--- src/rtl/scan_unload_ctrl.sv ---
// Scan unload sequencer: drives SE / shift clock-enable for one chain pass and
// deserializes the chain's scan-out stream into words on a valid/ready port.
module scan_unload_ctrl #(
  parameter int CHAIN_LEN = 64,
  parameter int WORD_W    = 8
) (
  input  logic              CK,
  input  logic              RN,
  input  logic              START,
  input  logic              CAP_EN,
  input  logic              ABORT,
  input  logic              SO,
  output logic              SE,
  output logic              SCAN_CE,
  output logic [WORD_W-1:0] OUT_DATA,
  output logic              OUT_VALID,
  input  logic              OUT_READY,
  output logic              OUT_LAST,
  output logic              BUSY,
  output logic              DONE
);

  localparam int BIT_CNT_W  = $clog2(CHAIN_LEN + 1);
  localparam int WORD_CNT_W = $clog2(WORD_W + 1);

  typedef enum logic [1:0] {
    S_IDLE,
    S_SHIFT,
    S_CAPTURE,
    S_FINISH
  } state_t;

  state_t                r_state;
  state_t                w_next_state;
  logic                  r_se;
  logic                  r_done;
  logic                  r_cap;
  logic [BIT_CNT_W-1:0]  r_bit_cnt;
  logic [WORD_CNT_W-1:0] r_word_cnt;
  logic [WORD_W-1:0]     r_shift;
  logic [WORD_W-1:0]     r_out_data;
  logic                  r_out_valid;
  logic                  r_out_last;

  logic                  w_last_bit;
  logic                  w_completing;
  logic                  w_scan_ce;
  logic                  w_shift;
  logic                  w_load;
  logic                  w_xfer;
  logic                  w_drained;
  logic [WORD_W-1:0]     w_word;

  // NOTE: every signal written here gets a default first, so no path can
  // leave it unassigned and infer a latch.
  always_comb begin
    w_last_bit   = (r_bit_cnt == BIT_CNT_W'(CHAIN_LEN - 1));
    w_completing = (r_word_cnt == WORD_CNT_W'(WORD_W - 1)) || w_last_bit;
    w_xfer       = r_out_valid && OUT_READY;
    // Holding register will be empty after this edge.
    w_drained    = !r_out_valid || OUT_READY;

    w_scan_ce = 1'b0;
    case (r_state)
      S_SHIFT:   w_scan_ce = !(w_completing && r_out_valid && !OUT_READY);
      S_CAPTURE: w_scan_ce = 1'b1;
      default:   w_scan_ce = 1'b0;
    endcase

    w_shift = r_se && w_scan_ce;
    w_load  = w_shift && w_completing;

    // Bits above the current position are already zero, which pads a short final word.
    w_word = r_shift;
    for (int i = 0; i < WORD_W; i++) begin
      if (WORD_CNT_W'(i) == r_word_cnt) w_word[i] = SO;
    end

    w_next_state = r_state;
    if (ABORT) begin
      w_next_state = S_IDLE;
    end else begin
      case (r_state)
        S_IDLE:    if (START) w_next_state = S_SHIFT;
        S_SHIFT:   if (w_shift && w_last_bit) w_next_state = r_cap ? S_CAPTURE : S_FINISH;
        S_CAPTURE: w_next_state = S_FINISH;
        S_FINISH:  if (w_drained) w_next_state = S_IDLE;
        default:   w_next_state = S_IDLE;
      endcase
    end
  end

  // NOTE: sequential state uses non-blocking assignments so every flop samples
  // pre-edge values regardless of statement order.
  always_ff @(posedge CK or negedge RN) begin
    if (!RN) begin
      r_state    <= S_IDLE;
      r_se       <= 1'b0;
      r_done     <= 1'b0;
      r_cap      <= 1'b0;
      r_bit_cnt  <= '0;
      r_word_cnt <= '0;
      r_shift    <= '0;
    end else begin
      r_state <= w_next_state;
      r_se    <= (w_next_state == S_SHIFT);
      r_done  <= (r_state == S_FINISH) && w_drained && !ABORT;
      if (ABORT) begin
        r_cap      <= 1'b0;
        r_bit_cnt  <= '0;
        r_word_cnt <= '0;
        r_shift    <= '0;
      end else if (r_state == S_IDLE) begin
        r_bit_cnt  <= '0;
        r_word_cnt <= '0;
        r_shift    <= '0;
        if (START) r_cap <= CAP_EN;
      end else if (w_shift) begin
        r_bit_cnt <= r_bit_cnt + BIT_CNT_W'(1);
        if (w_completing) begin
          r_word_cnt <= '0;
          r_shift    <= '0;
        end else begin
          r_word_cnt <= r_word_cnt + WORD_CNT_W'(1);
          r_shift    <= w_word;
        end
      end
    end
  end

  always_ff @(posedge CK or negedge RN) begin
    if (!RN) begin
      r_out_data  <= '0;
      r_out_valid <= 1'b0;
      r_out_last  <= 1'b0;
    end else if (ABORT) begin
      r_out_valid <= 1'b0;
      r_out_last  <= 1'b0;
    end else if (w_load) begin
      r_out_data  <= w_word;
      r_out_valid <= 1'b1;
      r_out_last  <= w_last_bit;
    end else if (w_xfer) begin
      r_out_valid <= 1'b0;
      r_out_last  <= 1'b0;
    end
  end

  assign SE        = r_se;
  assign SCAN_CE   = w_scan_ce;
  assign OUT_DATA  = r_out_data;
  assign OUT_VALID = r_out_valid;
  assign OUT_LAST  = r_out_last;
  assign BUSY      = (r_state != S_IDLE);
  assign DONE      = r_done;

endmodule

--- config.mk ---
export PLATFORM = sky130hd
export DESIGN_NAME = scan_unload_ctrl
export DESIGN_NICKNAME = d
export VERILOG_FILES = /design/src/rtl/scan_unload_ctrl.sv
export SDC_FILE = /design/constraint.sdc
export NUM_CORES = 1
export LEC_CHECK = 0
export ABC_CLOCK_PERIOD_IN_PS = 3500
export CORE_ASPECT_RATIO = 0.7
export CORE_MARGIN = 4
export CORE_UTILIZATION = 46
export DETAILED_ROUTE_END_ITERATION = 16
export GPL_TIMING_DRIVEN = 0
export PLACE_DENSITY = 0.72
export SLEW_MARGIN = 20
export SYNTH_ARGS = -nofsm -noshare
export SYNTH_HDL_FRONTEND = slang
export SYNTH_SLANG_ARGS = --single-unit
--- constraint.sdc ---
create_clock -name CK -period 3.5 [get_ports CK]
set_clock_uncertainty 0.05 [all_clocks]
set_input_delay 0.7 -clock CK [delete_from_list [all_inputs] [get_ports CK]]
set_output_delay 0.7 -clock CK [all_outputs]
set_load 0.02 [all_outputs]
* Word level (Yosys, flattened, before mapping)
Cells that the tools add are included.
** Storage, ports and cells
- Register bits :: 34
- Input port bits :: 7
- Output and inout port bits :: 14
- Logic and storage cells :: 83
** Operators by class
- $add $sub $neg :: 2
- Equal/unequal tests :: 13
- Multiplexer cells :: 34
- Bitwise gates (word level) :: 1
- Reductions and logical operators :: 23
** Operator list (count)
- 2-to-1 mux 8 bit :: 4
- 2-to-1 mux 7 bit :: 3
- 2-to-1 mux 1 bit :: 17
- == test 3 x 4 -> 1 bit, first input constant :: 4
- 2-to-1 mux 4 bit :: 4
- == test 2 x 4 -> 1 bit, first input constant :: 2
- logical AND 1 bit :: 8
- 2-to-1 mux 2 bit :: 4
- case mux 2 bit (4 select lines) :: 1
- adder 7 x 1 -> 7 bit, second input constant :: 1
- == test 7 x 6 -> 1 bit, second input constant :: 1
- nonzero test 2 bit :: 3
- nonzero test 3 bit :: 2
- adder 4 x 1 -> 4 bit, second input constant :: 1
- == test 1 x 4 -> 1 bit, first input constant :: 1
- == test 2 x 1 -> 1 bit, second input constant :: 2
- == test 2 bit, second input constant :: 2
- == test 4 x 3 -> 1 bit, second input constant :: 1
- zero test 1 bit :: 4
- zero test 4 bit :: 1
- AND reduction 2 bit :: 2
- zero test 2 bit :: 1
- logical OR 1 bit :: 2
- case mux 1 bit (2 select lines) :: 1
- NOT 1 bit :: 1

* Depth between registers and ports, before layout
- Depth after elaboration :: 12
- Depth in mapped cells :: 7
- Depth with buffers taken out :: 6

* Worst setup path after synthesis
Ideal clock, no wire load.
- Kind :: register -> output
- Start :: register r_word_cnt[0]
- End :: output port SCAN_CE
- Arrival :: 1.341 ns
- Required time :: 2.750 ns
- Slack :: 1.409 ns
- Cell stages (with the launch flop) :: 6
- Buffers on the path :: 0
- Cells stage by stage :: dfrtp_1 ha_1 nand3b_1 o21ai_2 a21boi_0 o21a_1
** Between the ends
- Cells in the longest elaborated chain, start to end :: 6
** RTL lines
- from (decl) :: RTL line 39 : logic [WORD_CNT_W-1:0] r_word_cnt;
- from (signal assigned) :: RTL line 124 : r_word_cnt <= r_word_cnt + WORD_CNT_W'(1);
- == test 4 x 3 -> 1 bit :: RTL line 58 : w_completing = (r_word_cnt == WORD_CNT_W'(WORD_W - 1)) || w_last_bit;
- logical OR 1 bit :: RTL line 58
- logical AND 1 bit (2 in a row) :: RTL line 65 : S_SHIFT: w_scan_ce = !(w_completing && r_out_valid && !OUT_READY);
- zero test 1 bit :: RTL line 65
- case mux 1 bit (2 select lines) :: RTL line 64 : case (r_state)
- to (decl) :: RTL line 14 : output logic SCAN_CE,
No other way between the ends.

* Worst setup path in the final report
- Start :: input port OUT_READY
- End :: output port SCAN_CE
** Between the ends
- Cells in the longest elaborated chain, start to end :: 4
** RTL lines
- from (decl) :: RTL line 17 : input logic OUT_READY,
- zero test 1 bit :: RTL line 65
- logical AND 1 bit :: RTL line 65
- zero test 1 bit :: RTL line 65
- case mux 1 bit (2 select lines) :: RTL line 64
No other way between the ends.

==> out/qor.yml <==
status:
  status: "finished, final reports clean"
route:
  route.vias.total: 1633
  drt_iter0_drc: 125
  wl_per_cell_um: 15.98
  ant_nets: 0
  drt-total-wl_mm: 4.347
  drcViolationCount: 0
  avgViaCountPerCell: 6.004
  dr.pass1.iters: 5
sta:
  max_slew_margin: 0.3866
  drv_slew: 0
  hold_violations: 0
  holdWs_ps: 254.9
  tightest_slew_ps: 914.6
  fin_crit_sh: 0.8821
  rsz0062_at_grt: "no"
  final-setup-viol-count: 0
  clock.fmax_mhz: 323.9
  min_period_ps: 3087
  fin_setup_tns_ps: 0
  finalWorstSetupSlack_ps: 412.8
placement:
  place_ws_ps: 420.0
  dpl_cell_area_um2: 2265
  gp_congestion: 0.8111
  hpwlAfterDp_mm: 3.266
  io_buffers: 20
cells_and_area:
  fillers: 355
  nets: 235
  n_antenna_cell: 0
  final_area_um2: 2356
  layout-drive-gt1-share: 0.1409
  area_growth_syn_to_layout_pct: 19.18
clocking:
  root_buffer: "clkbuf_8"
  clockBufferDepth: 2
  clkSinkCount: 34
  ctsHtreeMaxLevel: 2
  cts-resized-gates: 0
  tritoncts: "yes"
  clkLatencyLatePin_ps: 290
  clkTransAtPathRegs_ps: 70
  cts-hold-fix-buffers: 0
  cts_setup_buffers: 0
  numCtsBuffers: 5
power:
  total_leakage_power_nw: 1.047
  combPwrFrac: 0.331
  intPower_mw: 0.7092
  p_sw_mw: 0.3949
  vdd_drop_max_mv: 0.2080
  power.density_nw_per_um2: 468.6
  clkPwrFrac: 0.272
  power_frac_seq: 0.397
  netSwitchingFraction: 0.3577
grt:
  gr-usage-met1: 0.2838
  track_usage: 0.1745
  use_met2: 0.2185
  grt_max_degree: 24
  antenna_found_initial: 0
  grt_busiest_layer: "met1"
  grt_pass1_vias: 1436
  grt_first_pass_wirelength_mm: 7.438
  grt_remaining_overflow: 0
  use_met3: 0.03953
yosys:
  avgSynthCellArea_um2: 10.35
  netlist_area_um2: 1977
  syn-num-nets: 207
  synth-edff-count: 0
  synthTopCellsByArea: "dfrtp_1, mux2_4, ha_1, nand2_1, nand3_1"
  seq_area_frac_synth: 0.4304
  synth_top_cell_by_area: "dfrtp_1"
  synth_ff_type: "dfrtp_1"
  synth_top_area_frac: 0.4304
  ys_seq_elements: 34
  yosysUniqueCellTypes: 53
  async_flop_share: 1.000
  synthCells: 191
  ys_warn_count: 0
floorplan:
  core-area_um2: 4041
  die_h_um: 62.85
  dieArea_um2: 5427
  die_w_um: 86.36
  rows: 19
  start_util: 0.4892
  ioPinCount: 21
worst_setup_path:
  timing.rr.end: "r_bit_cnt[4]"
  worstPathRequired_ps: 2750
  rrSetupSlack_ps: 1170
  ff2ff_path_depth: 7
  crit_path_end_kind: "output pin"
  crit_type: "in2out"
  r2r_start: "r_state[0]"
  path_max_fanout: 5
  arrival_ps: 2340
  startpoint_type: "primary input"
worst_hold_path:
  holdCritPathClass: "in2async"
run:
  cap_violations: 0
flip-flops by register name, summed over array words and instances (netlist names):
signal and flops:
DONE 1, OUT_DATA 8, OUT_LAST 1, OUT_VALID 1, SE 1, r_bit_cnt 7
r_cap 1, r_shift 8, r_state 2, r_word_cnt 4
critical path, cell delays in order:
cell and delay, ps:
clkdlybuf4s50_1 440, nor2b_1 310, a21boi_0 150, o21a_1 200, clkdlybuf4s50_1 530
worst max path at each step:
stage | start | endpoint | slack (ps) | cells after the start
after CTS | r_word_cnt[0] | SCAN_CE | 410 | 6
after global routing | r_word_cnt[0] | SCAN_CE | 270 | 6
after floorplan | r_word_cnt[0] | SCAN_CE | 1410 | 5
after detailed placement | OUT_READY | SCAN_CE | 420 | 5
after global placement | OUT_READY | SCAN_CE | 440 | 5
final | OUT_READY | SCAN_CE | 410 | 5
cells in the final DEF, fill, tap and decap left out, types with 6 or more instances in the layout:
cell and n:
nand3_1 11, nand2_1 23, ha_1 9, inv_1 6, nor3_1 8, mux2_4 8, dfrtp_1 34, clkdlybuf4s50_1 19
clkbuf_8 6
cell families after synthesis:
kind of cell,share of synthesized area
DFF,0.4304
adders and majority gates,0.05696
and+or+nand+nor,0.2171
AOI/OAI and AO/OA,0.1741
muxes,0.08861
buffers and inverters,0.03291
power by group through the flow:
stage | Clock (mW) | Combinational [mW] | Sequential [mW]
after floorplan | 0 | 0.234 | 0.445
after global placement | 0 | 0.358 | 0.445
after detailed placement | 0 | 0.362 | 0.445
after CTS | 0.309 | 0.364 | 0.438
final | 0.300 | 0.365 | 0.439
after global routing | 0.330 | 0.401 | 0.442
cells in the mapped netlist, types with 3 or more instances:
library cell / number
mux2_2: 4
a22o_1: 5
nand4_1: 5
o21ai_0: 4
nor3_1: 8
ha_1: 9
a32o_2: 3
a21oi_1: 5
dfrtp_1: 34
clkbuf_1: 4
or3_1: 3
nand2_1: 23
nor2b_1: 3
nand3_1: 11
a32o_1: 3
nor2_1: 5
inv_1: 6
o211ai_1: 4
and2_1: 3
mux2_4: 8
and3_1: 3
metal layers:
metal	vias up	routed length [um]
li1	776	-
met1	808	2290
met3	7	217
met5	-	0
met4	0	53
met2	42	1786
per-stage QoR:
step / util / instances / total power [mW]
after detailed placement: 0.5604 / 264 / 0.8071
after floorplan: - / 191 / 0.6794
final: 0.5830 / 272 / 1.104
after CTS: 0.5830 / 272 / 1.111
after global routing: 0.5830 / 272 / 1.173
after global placement: 0.5548 / 263 / 0.8033
final cells by class:
cell class	instances	area, um2	share of cell area
flip-flops and latches	34	850.8	0.3611
clock inverters	1	5.005	0.002124
multi-input cells	143	1061	0.4503
inverters	6	22.52	0.009559
well taps	52	65.06	0.02762
plain buffers	8	42.54	0.01806
repair buffers	21	222.7	0.09453
clock buffers	7	86.33	0.03664
(Power assumes the default switching activity.)
